[src/rtl/multi_clock_generator.sv]
// Programmable multi-channel clock generator: each channel derives a slow clock from
// globalClock ticks with independent high/low lengths, reloaded only at period boundaries.
module multi_clock_generator #(
  parameter  int chanBits     = 2,
  parameter  int nrOfBits     = 8,
  localparam int nrOfChannels = 1 << chanBits
) (
  input  logic                          globalClock,
  input  logic                          reset,
  input  logic                          clockTick,
  input  logic                          syncStart,
  input  logic                          cfgWrite,
  input  logic [chanBits-1:0]           cfgChannel,
  input  logic [nrOfBits-1:0]           cfgHigh,
  input  logic [nrOfBits-1:0]           cfgLow,
  input  logic                          cfgEnable,
  output logic [4*nrOfChannels:0]       clockBus,
  output logic [nrOfChannels-1:0]       cfgPending
);

  logic [nrOfBits-1:0]     sHigh [nrOfChannels];
  logic [nrOfBits-1:0]     sLow  [nrOfChannels];
  logic [nrOfBits-1:0]     aHigh [nrOfChannels];
  logic [nrOfBits-1:0]     aLow  [nrOfChannels];
  logic [nrOfBits-1:0]     cnt   [nrOfChannels];
  logic [3:0]              o     [nrOfChannels];
  logic [nrOfChannels-1:0] sEn;
  logic [nrOfChannels-1:0] level;

  // A zero length would make a phase vanish; it is stored as a one-tick phase instead.
  function automatic logic [nrOfBits-1:0] fixLen(input logic [nrOfBits-1:0] v);
    return (v == '0) ? nrOfBits'(1) : v;
  endfunction

  // NOTE: every register here uses non-blocking assignment, so all channels and the
  // output stage see the same pre-edge values regardless of statement order.
  always_ff @(posedge globalClock or posedge reset) begin
    if (reset) begin
      // NOTE: the config register arrays are reset too; their reset value (length 1,
      // disabled) is visible on cfgPending and the bus, so they cannot be left unknown.
      for (int c = 0; c < nrOfChannels; c++) begin
        sHigh[c] <= nrOfBits'(1);
        sLow[c]  <= nrOfBits'(1);
        aHigh[c] <= nrOfBits'(1);
        aLow[c]  <= nrOfBits'(1);
        cnt[c]   <= '0;
        o[c]     <= 4'b0010;
      end
      sEn   <= '0;
      level <= '0;
    end else begin
      for (int c = 0; c < nrOfChannels; c++) begin
        if (cfgWrite && cfgChannel == chanBits'(c)) begin
          sHigh[c] <= fixLen(cfgHigh);
          sLow[c]  <= fixLen(cfgLow);
          sEn[c]   <= cfgEnable;
        end

        if (syncStart || !sEn[c]) begin
          level[c] <= 1'b0;
          cnt[c]   <= '0;
          aHigh[c] <= sHigh[c];
          aLow[c]  <= sLow[c];
        end else if (clockTick) begin
          if (cnt[c] != '0) begin
            cnt[c] <= cnt[c] - 1'b1;
          end else if (!level[c]) begin
            // Period boundary: the new high length governs the phase starting now.
            level[c] <= 1'b1;
            cnt[c]   <= sHigh[c] - 1'b1;
            aHigh[c] <= sHigh[c];
            aLow[c]  <= sLow[c];
          end else begin
            level[c] <= 1'b0;
            cnt[c]   <= aLow[c] - 1'b1;
          end
        end

        o[c] <= {~level[c] & o[c][0], level[c] & ~o[c][0], ~level[c], level[c]};
      end
    end
  end

  // NOTE: outputs of always_comb get a default first so no path leaves them unassigned.
  always_comb begin
    cfgPending = '0;
    for (int c = 0; c < nrOfChannels; c++)
      cfgPending[c] = (sHigh[c] != aHigh[c]) || (sLow[c] != aLow[c]);
  end

  always_comb begin
    clockBus = '0;
    for (int c = 0; c < nrOfChannels; c++)
      clockBus[4*c +: 4] = o[c];
    clockBus[4*nrOfChannels] = globalClock;
  end

endmodule

[config.mk]
export PLATFORM = sky130hd
export DESIGN_NAME = multi_clock_generator
export DESIGN_NICKNAME = d
export VERILOG_FILES = /design/src/rtl/multi_clock_generator.sv
export SDC_FILE = /design/constraint.sdc
export NUM_CORES = 1
export LEC_CHECK = 0
export ABC_AREA = 1
export CAP_MARGIN = 20
export CELL_PAD_IN_SITES_DETAIL_PLACEMENT = 1
export CELL_PAD_IN_SITES_GLOBAL_PLACEMENT = 2
export CORE_ASPECT_RATIO = 1.25
export CORE_UTILIZATION = 34
export DETAILED_ROUTE_END_ITERATION = 8
export PLACE_DENSITY_LB_ADDON = 0.1
export SLEW_MARGIN = 10
export SYNTH_ARGS = -nofsm -noshare
export SYNTH_HDL_FRONTEND = slang
export SYNTH_SLANG_ARGS = --single-unit
[constraint.sdc]
create_clock -name globalClock -period 5.8 [get_ports globalClock]
set_clock_uncertainty 0.1 [all_clocks]
set_input_delay 1.16 -clock globalClock [delete_from_list [all_inputs] [get_ports globalClock]]
set_output_delay 1.16 -clock globalClock [all_outputs]
set_load 0.005 [all_outputs]
==> results.py, run 1 <==
metrics = {
    "cells_and_area": {
        "antenna_fix_cells": 0,
        "fill_cells": 3102,
        "area_growth_pct": 15.3,
        "post_route_cells_drive_above_1_share_pct": 12.8,
        "nets": 1142,
        "layoutNonFillerInstCount": 1467,
    },
    "floorplan": {
        "row_count": 66,
        "floorplan.die.width_um": 149,
        "io-pin-count": 45,
        "die-height_um": 186,
        "starting_density_of_the_core_pct": 35.0,
        "design.core.area_um2": 26300,
        "die_area_um2": 27700,
    },
    "cts": {
        "hold_buffers": 0,
        "cts_tree": "yes",
        "cts_repair_resize_count": 0,
        "worst_setup_hold_path_clk_slew_ps": 80,
        "clk_latency_ps": 560,
        "post-cts-setup-buffers": 0,
    },
    "synth": {
        "netlist_instances": 1076,
        "synth_seq_cells": 184,
        "synth.yosys.seq_area_share_pct": 50.4,
        "synthTopCellsByArea": "sky130_fd_sc_hd__dfrtp_1 (45%), sky130_fd_sc_hd__nand2_1 (12%), sky130_fd_sc_hd__o21ai_0 (6.0%), sky130_fd_sc_hd__dfstp_2 (5.7%), sky130_fd_sc_hd__inv_1 (4.9%)",
        "yosys.cell_types.count": 42,
        "synth_top_area_share_pct": 44.7,
        "postSynthNetCount": 1104,
        "postSynthAreaPerCell_um2": 8.54,
        "synth_top_area_cell": "sky130_fd_sc_hd__dfrtp_1",
        "post_synth_instance_area_um2": 9190,
        "yosys_warnings": 0,
    },
    "placement": {
        "routabilityCongestion": 0.769,
        "post-place-cells": 1432,
        "buffer_ports.inserted": 44,
        "detailedPlacementHpwl_um": 17500,
    },
    "route": {
        "routed_wl_um": 24300,
        "route.antenna.remaining_nets": 0,
        "viasPerCell": 4.79,
        "dr.pass1.iters": 4,
        "drt-initial-drc-count": 354,
        "vias": 7028,
        "post_drt_wl_per_cell_um": 16.5,
        "drc": 0,
    },
    "timing": {
        "timing_max_transition_violations_final": 0,
        "rsz_0062_raised_after_global_routing": "false",
        "setup_tns_ps": 0,
        "hold_violations": 0,
        "timing.slew.headroom_pct": 30.3,
        "worstMarginPinSlew_ps": 1040,
        "setup-violations-final": 0,
    },
    "critical_path": {
        "req_time_crit_path_ps": 4540,
        "cp-end-kind": "primary output",
        "timing.setup.critical_path_class": "clock port to primary output",
        "worst-path-max-fanout": 2,
        "cp.arrival_ps": 3580,
        "worst_setup_path_start_kind": "clock port",
    },
    "power_and_ir_drop": {
        "power_leakage_nw": 4.97,
        "power.density_nw_per_um2": 412,
        "vdd.ir_drop.worst_v": 0.000224,
    },
    "global_route": {
        "grt_first_pass_wirelength_um": 40300,
        "grt_start_max_net_pins": 185,
        "globalRoute.totalOverflow": 0,
        "first_global_vias": 7315,
        "groute.usage.overall_pct": 19.3,
        "grt_antenna_before_repair": 1,
    },
    "outcome": {
        "outcome": "completed",
    },
    "job": {
        "max_capacitance_violation_total": 0,
    },
    "hold_path": {
        "worst_hold_path_type": "flop to flop",
    },
}
cells in the mapped netlist, drive strengths merged:
| master | n |
|---|---|
| nor3 | 9 |
| o22ai | 4 |
| inv | 132 |
| clkinv | 1 |
| nor2 | 78 |
| ha | 4 |
| nand3 | 45 |
| a2111oi | 1 |
| nand4 | 11 |
| a21oi | 40 |
| buf | 23 |
| o21ai | 147 |
| nand2 | 309 |
| dfrtp | 164 |
| xor2 | 13 |
| xnor2 | 32 |
| dfstp | 20 |
| a31o | 2 |
| o211ai | 1 |
| nor3b | 1 |
| mux2 | 25 |
| clkbuf | 6 |
| nor4 | 5 |
| a21o | 3 |
power by group:
group          total (W)  internal [W]  switching [W]
clock            0.00139      0.000799       0.000590
combinational    0.00126      0.000482       0.000778
sequential       0.00171       0.00152       0.000193
layout by cell type, fill, tap and decap left out, drive strengths merged, types with 25 or more instances in the layout:
master         count
a21oi             40
clkdlybuf4s50     44
dfrtp            164
inv              137
mux2              25
nand2            309
nand3             45
nor2              78
o21ai            147
xnor2             32
critical path, stage by stage:
cell	delay, ps
sky130_fd_sc_hd__clkbuf_16	120
sky130_fd_sc_hd__clkbuf_16	130
sky130_fd_sc_hd__clkdlybuf4s50_1	430
area by class of cell:
cell class | count | area [um^2] | share of cell area (%)
clock buffer | 21 | 510 | 4.82
timing repair buffer | 44 | 450 | 4.25
sequential | 184 | 4630 | 43.7
inverter | 133 | 505 | 4.77
clock inverter | 15 | 211 | 2.00
multi-input combinational | 730 | 3860 | 36.4
tap | 340 | 425 | 4.02
final timing paths:
kind / start / to / slack [ps] / depth (start not counted)
max in group asynchronous: reset / aLow[20] / 3680 / 3
setup reg to reg: cnt[28] / aLow[27] / 3410 / 6
min in group asynchronous: reset / clockBus[8] / 1170 / 3
hold / removal: clockBus[4] / clockBus[6] / 360 / 1
hold reg to reg: clockBus[4] / clockBus[6] / 360 / 1
setup / recovery: globalClock / clockBus[16] / 960 / 3
kinds of logic after synthesis:
family | after synthesis | share of synthesized area (%)
AOI/OAI and AO/OA | 198 | 12.1
DFF | 184 | 50.4
adders and majority gates | 4 | 0.545
muxes | 25 | 3.15
and+or+nand+nor | 458 | 22.0
xor gates and xnor gates | 45 | 4.29
buffers and inverters | 162 | 7.61
sequential cells by signal, indices dropped and copies added, names as in the netlist:
signal,flops
cnt,32
clockBus,16
sEn,4
aHigh,32
sLow,32
level,4
sHigh,32
aLow,32
through the flow:
stage | hold slack, ps | cell area (um^2) | setup slack [ps] | power (W) | util, %
2_1_floorplan | 269 | 9190 | 1530 | 0.00270 | -
3_3_place_gp | 349 | 9880 | 1230 | 0.00302 | 37.6
3_5_place_dp | 344 | 9880 | 1230 | 0.00303 | 37.6
4_1_cts | 356 | 10600 | 957 | 0.00443 | 40.3
5_1_grt | 388 | 10600 | 958 | 0.00467 | 40.3
6_report | 355 | 10600 | 964 | 0.00436 | 40.3
routing by layer:
layer  up-vias  share of wire (%)  track usage (%)
met1      3444                 47             24.6
met4         2                1.3             6.29
met2        56                 50             33.2
met3        18                1.8             3.14
met5         -              0.045                0
li1       3508                  -                -
Note: power is estimated with default switching activity, not from simulation.
==> inputs of run 2 (changes only) <==
Clock period 5.8 ns to 4.25 ns, I/O delays scaled along.
==> run 2 against run 1 <==
  * Via count is 0.27% lower
  * Clock power is 35% higher
  * Worst setup slack worse by 460 ps
  * Critical path depth stayed put
  * Utilization hardly changed
  * Routed wire length is 0.41% lower
  * Sequential share of layout area hardly changed
  * Count of clock-buffer cells in the layout is 1 higher
  * Global-route usage is 0.32 points lower
  * Sequential power is 37% higher
==> results.py, run 2 (same netlist as run 1, synthesis figures left out) <==
metrics = {
    "outcome": {
        "outcome": "completed",
    },
    "cells_and_area": {
        "fill_cells": 3121,
        "post_route_cells_drive_above_1_share_pct": 12.9,
        "mostFrequentLayoutCells": "sky130_fd_sc_hd__nand2_1 (299), sky130_fd_sc_hd__dfrtp_1 (164), sky130_fd_sc_hd__inv_1 (120)",
        "area_growth_pct": 15.3,
        "fin_area_um2": 10600,
        "final_common_cell": "sky130_fd_sc_hd__nand2_1",
        "antenna_fix_cells": 0,
        "nets": 1143,
    },
    "critical_path": {
        "critical-path-max-stage-delay_ps": 430,
        "timing.setup.critical_path_class": "clock port to primary output",
        "critPathBufInv": 3,
        "critical-path-top-delay-family": "buffers and inverters",
        "startpoint": "globalClock",
        "worst_setup_path_start_kind": "clock port",
        "timing.critical_path.cells": "clkbuf_16 > clkbuf_16 > clkdlybuf4s50_1",
        "worst-path-max-fanout": 2,
        "cpMostUsedCell": "sky130_fd_sc_hd__clkbuf_16",
        "critical-path-slowest-cell": "sky130_fd_sc_hd__clkdlybuf4s50_1",
        "req_time_crit_path_ps": 3300,
        "cp.arrival_ps": 2800,
        "cp-end-kind": "primary output",
        "regToRegStartpoint": "cnt[28]",
    },
    "timing": {
        "timing.slew.headroom_pct": 32.1,
        "setup-violations-final": 0,
        "setup_tns_ps": 0,
        "worstMarginPinSlew_ps": 1020,
        "timing_max_transition_violations_final": 0,
        "hold_violations": 0,
        "rsz_0062_raised_after_global_routing": "false",
        "hold_slack_ps": 354,
    },
    "route": {
        "dr.pass1.iters": 4,
        "routed_wl_um": 24200,
        "viasPerCell": 4.77,
        "route.antenna.remaining_nets": 0,
        "drt-initial-drc-count": 277,
        "vias": 7009,
        "post_drt_wl_per_cell_um": 16.5,
        "drc": 0,
    },
    "floorplan": {
        "floorplan.die.width_um": 149,
        "io-pin-count": 45,
        "die_area_um2": 27700,
        "die-height_um": 186,
        "row_count": 66,
        "design.core.area_um2": 26300,
        "starting_density_of_the_core_pct": 35.0,
    },
    "placement": {
        "detailedPlacementHpwl_um": 17600,
        "routabilityCongestion": 0.792,
        "detailed_place.area_um2": 9890,
        "buffer_ports.inserted": 44,
    },
    "global_route": {
        "grt_start_max_net_pins": 185,
        "first_global_vias": 7224,
        "grt_first_pass_wirelength_um": 39700,
        "groute.usage.overall_pct": 19.0,
        "globalRoute.totalOverflow": 0,
        "grt_antenna_before_repair": 1,
    },
    "power_and_ir_drop": {
        "power_leakage_nw": 4.97,
        "power.density_nw_per_um2": 561,
        "vdd.ir_drop.worst_v": 0.000249,
    },
    "cts": {
        "clk_latency_ps": 550,
        "hold_buffers": 0,
        "post-cts-setup-buffers": 0,
        "cts_repair_resize_count": 0,
        "worst_setup_hold_path_clk_slew_ps": 80,
        "cts_tree": "yes",
    },
    "job": {
        "max_capacitance_violation_total": 0,
    },
    "hold_path": {
        "worst_hold_path_type": "flop to flop",
        "min-delay-start": "clockBus[0]",
    },
}
## run 2: final cells by class
type	instances	area [um^2]	area share (%)
clock buffers	22	524	4.95
inverters	133	505	4.77
well taps	340	425	4.02
flip-flops and latches	184	4630	43.7
multi-input cells	730	3860	36.4
clock inverters	14	194	1.83
repair buffers	45	458	4.32
## run 2: where the power goes
group	internal [W]	switching (W)
combinational	0.000658	0.00106
sequential	0.00207	0.000263
clock	0.00114	0.000740
total	0.00387	0.00207
## run 2: layer usage
| metal | up-vias | track usage, % | routed length (um) | part of all wire, % |
|---|---|---|---|---|
| met5 | - | 0 | 11 | 0.046 |
| met2 | 58 | 32.6 | 12000 | 50 |
| met1 | 3424 | 23.8 | 11300 | 47 |
| met4 | 2 | 7.06 | 331 | 1.4 |
| li1 | 3506 | - | - | - |
| met3 | 19 | 3.14 | 507 | 2.1 |
## run 2: path summary, 6_finish.rpt
check | cells after the start | slack, ps | to
max | 3 | 500 | clockBus[16]
min | 1 | 350 | clockBus[2]
max reg2reg | 6 | 1820 | aLow[28]
min reg2reg | 1 | 350 | clockBus[2]
max in group asynchronous | 3 | 2460 | sHigh[20]
min in group asynchronous | 3 | 870 | clockBus[2]
## run 2: per-stage QoR
stage          setup slack (ps)  utilization [%]  total power, W  cells
6_report                    501             40.3         0.00594   1468
5_1_grt                     493             40.3         0.00636   1468
4_1_cts                     493             40.3         0.00605   1468
3_5_place_dp                761             37.7         0.00414   1433
3_3_place_gp                761             37.7         0.00412   1433
2_1_floorplan               952                -         0.00368   1076
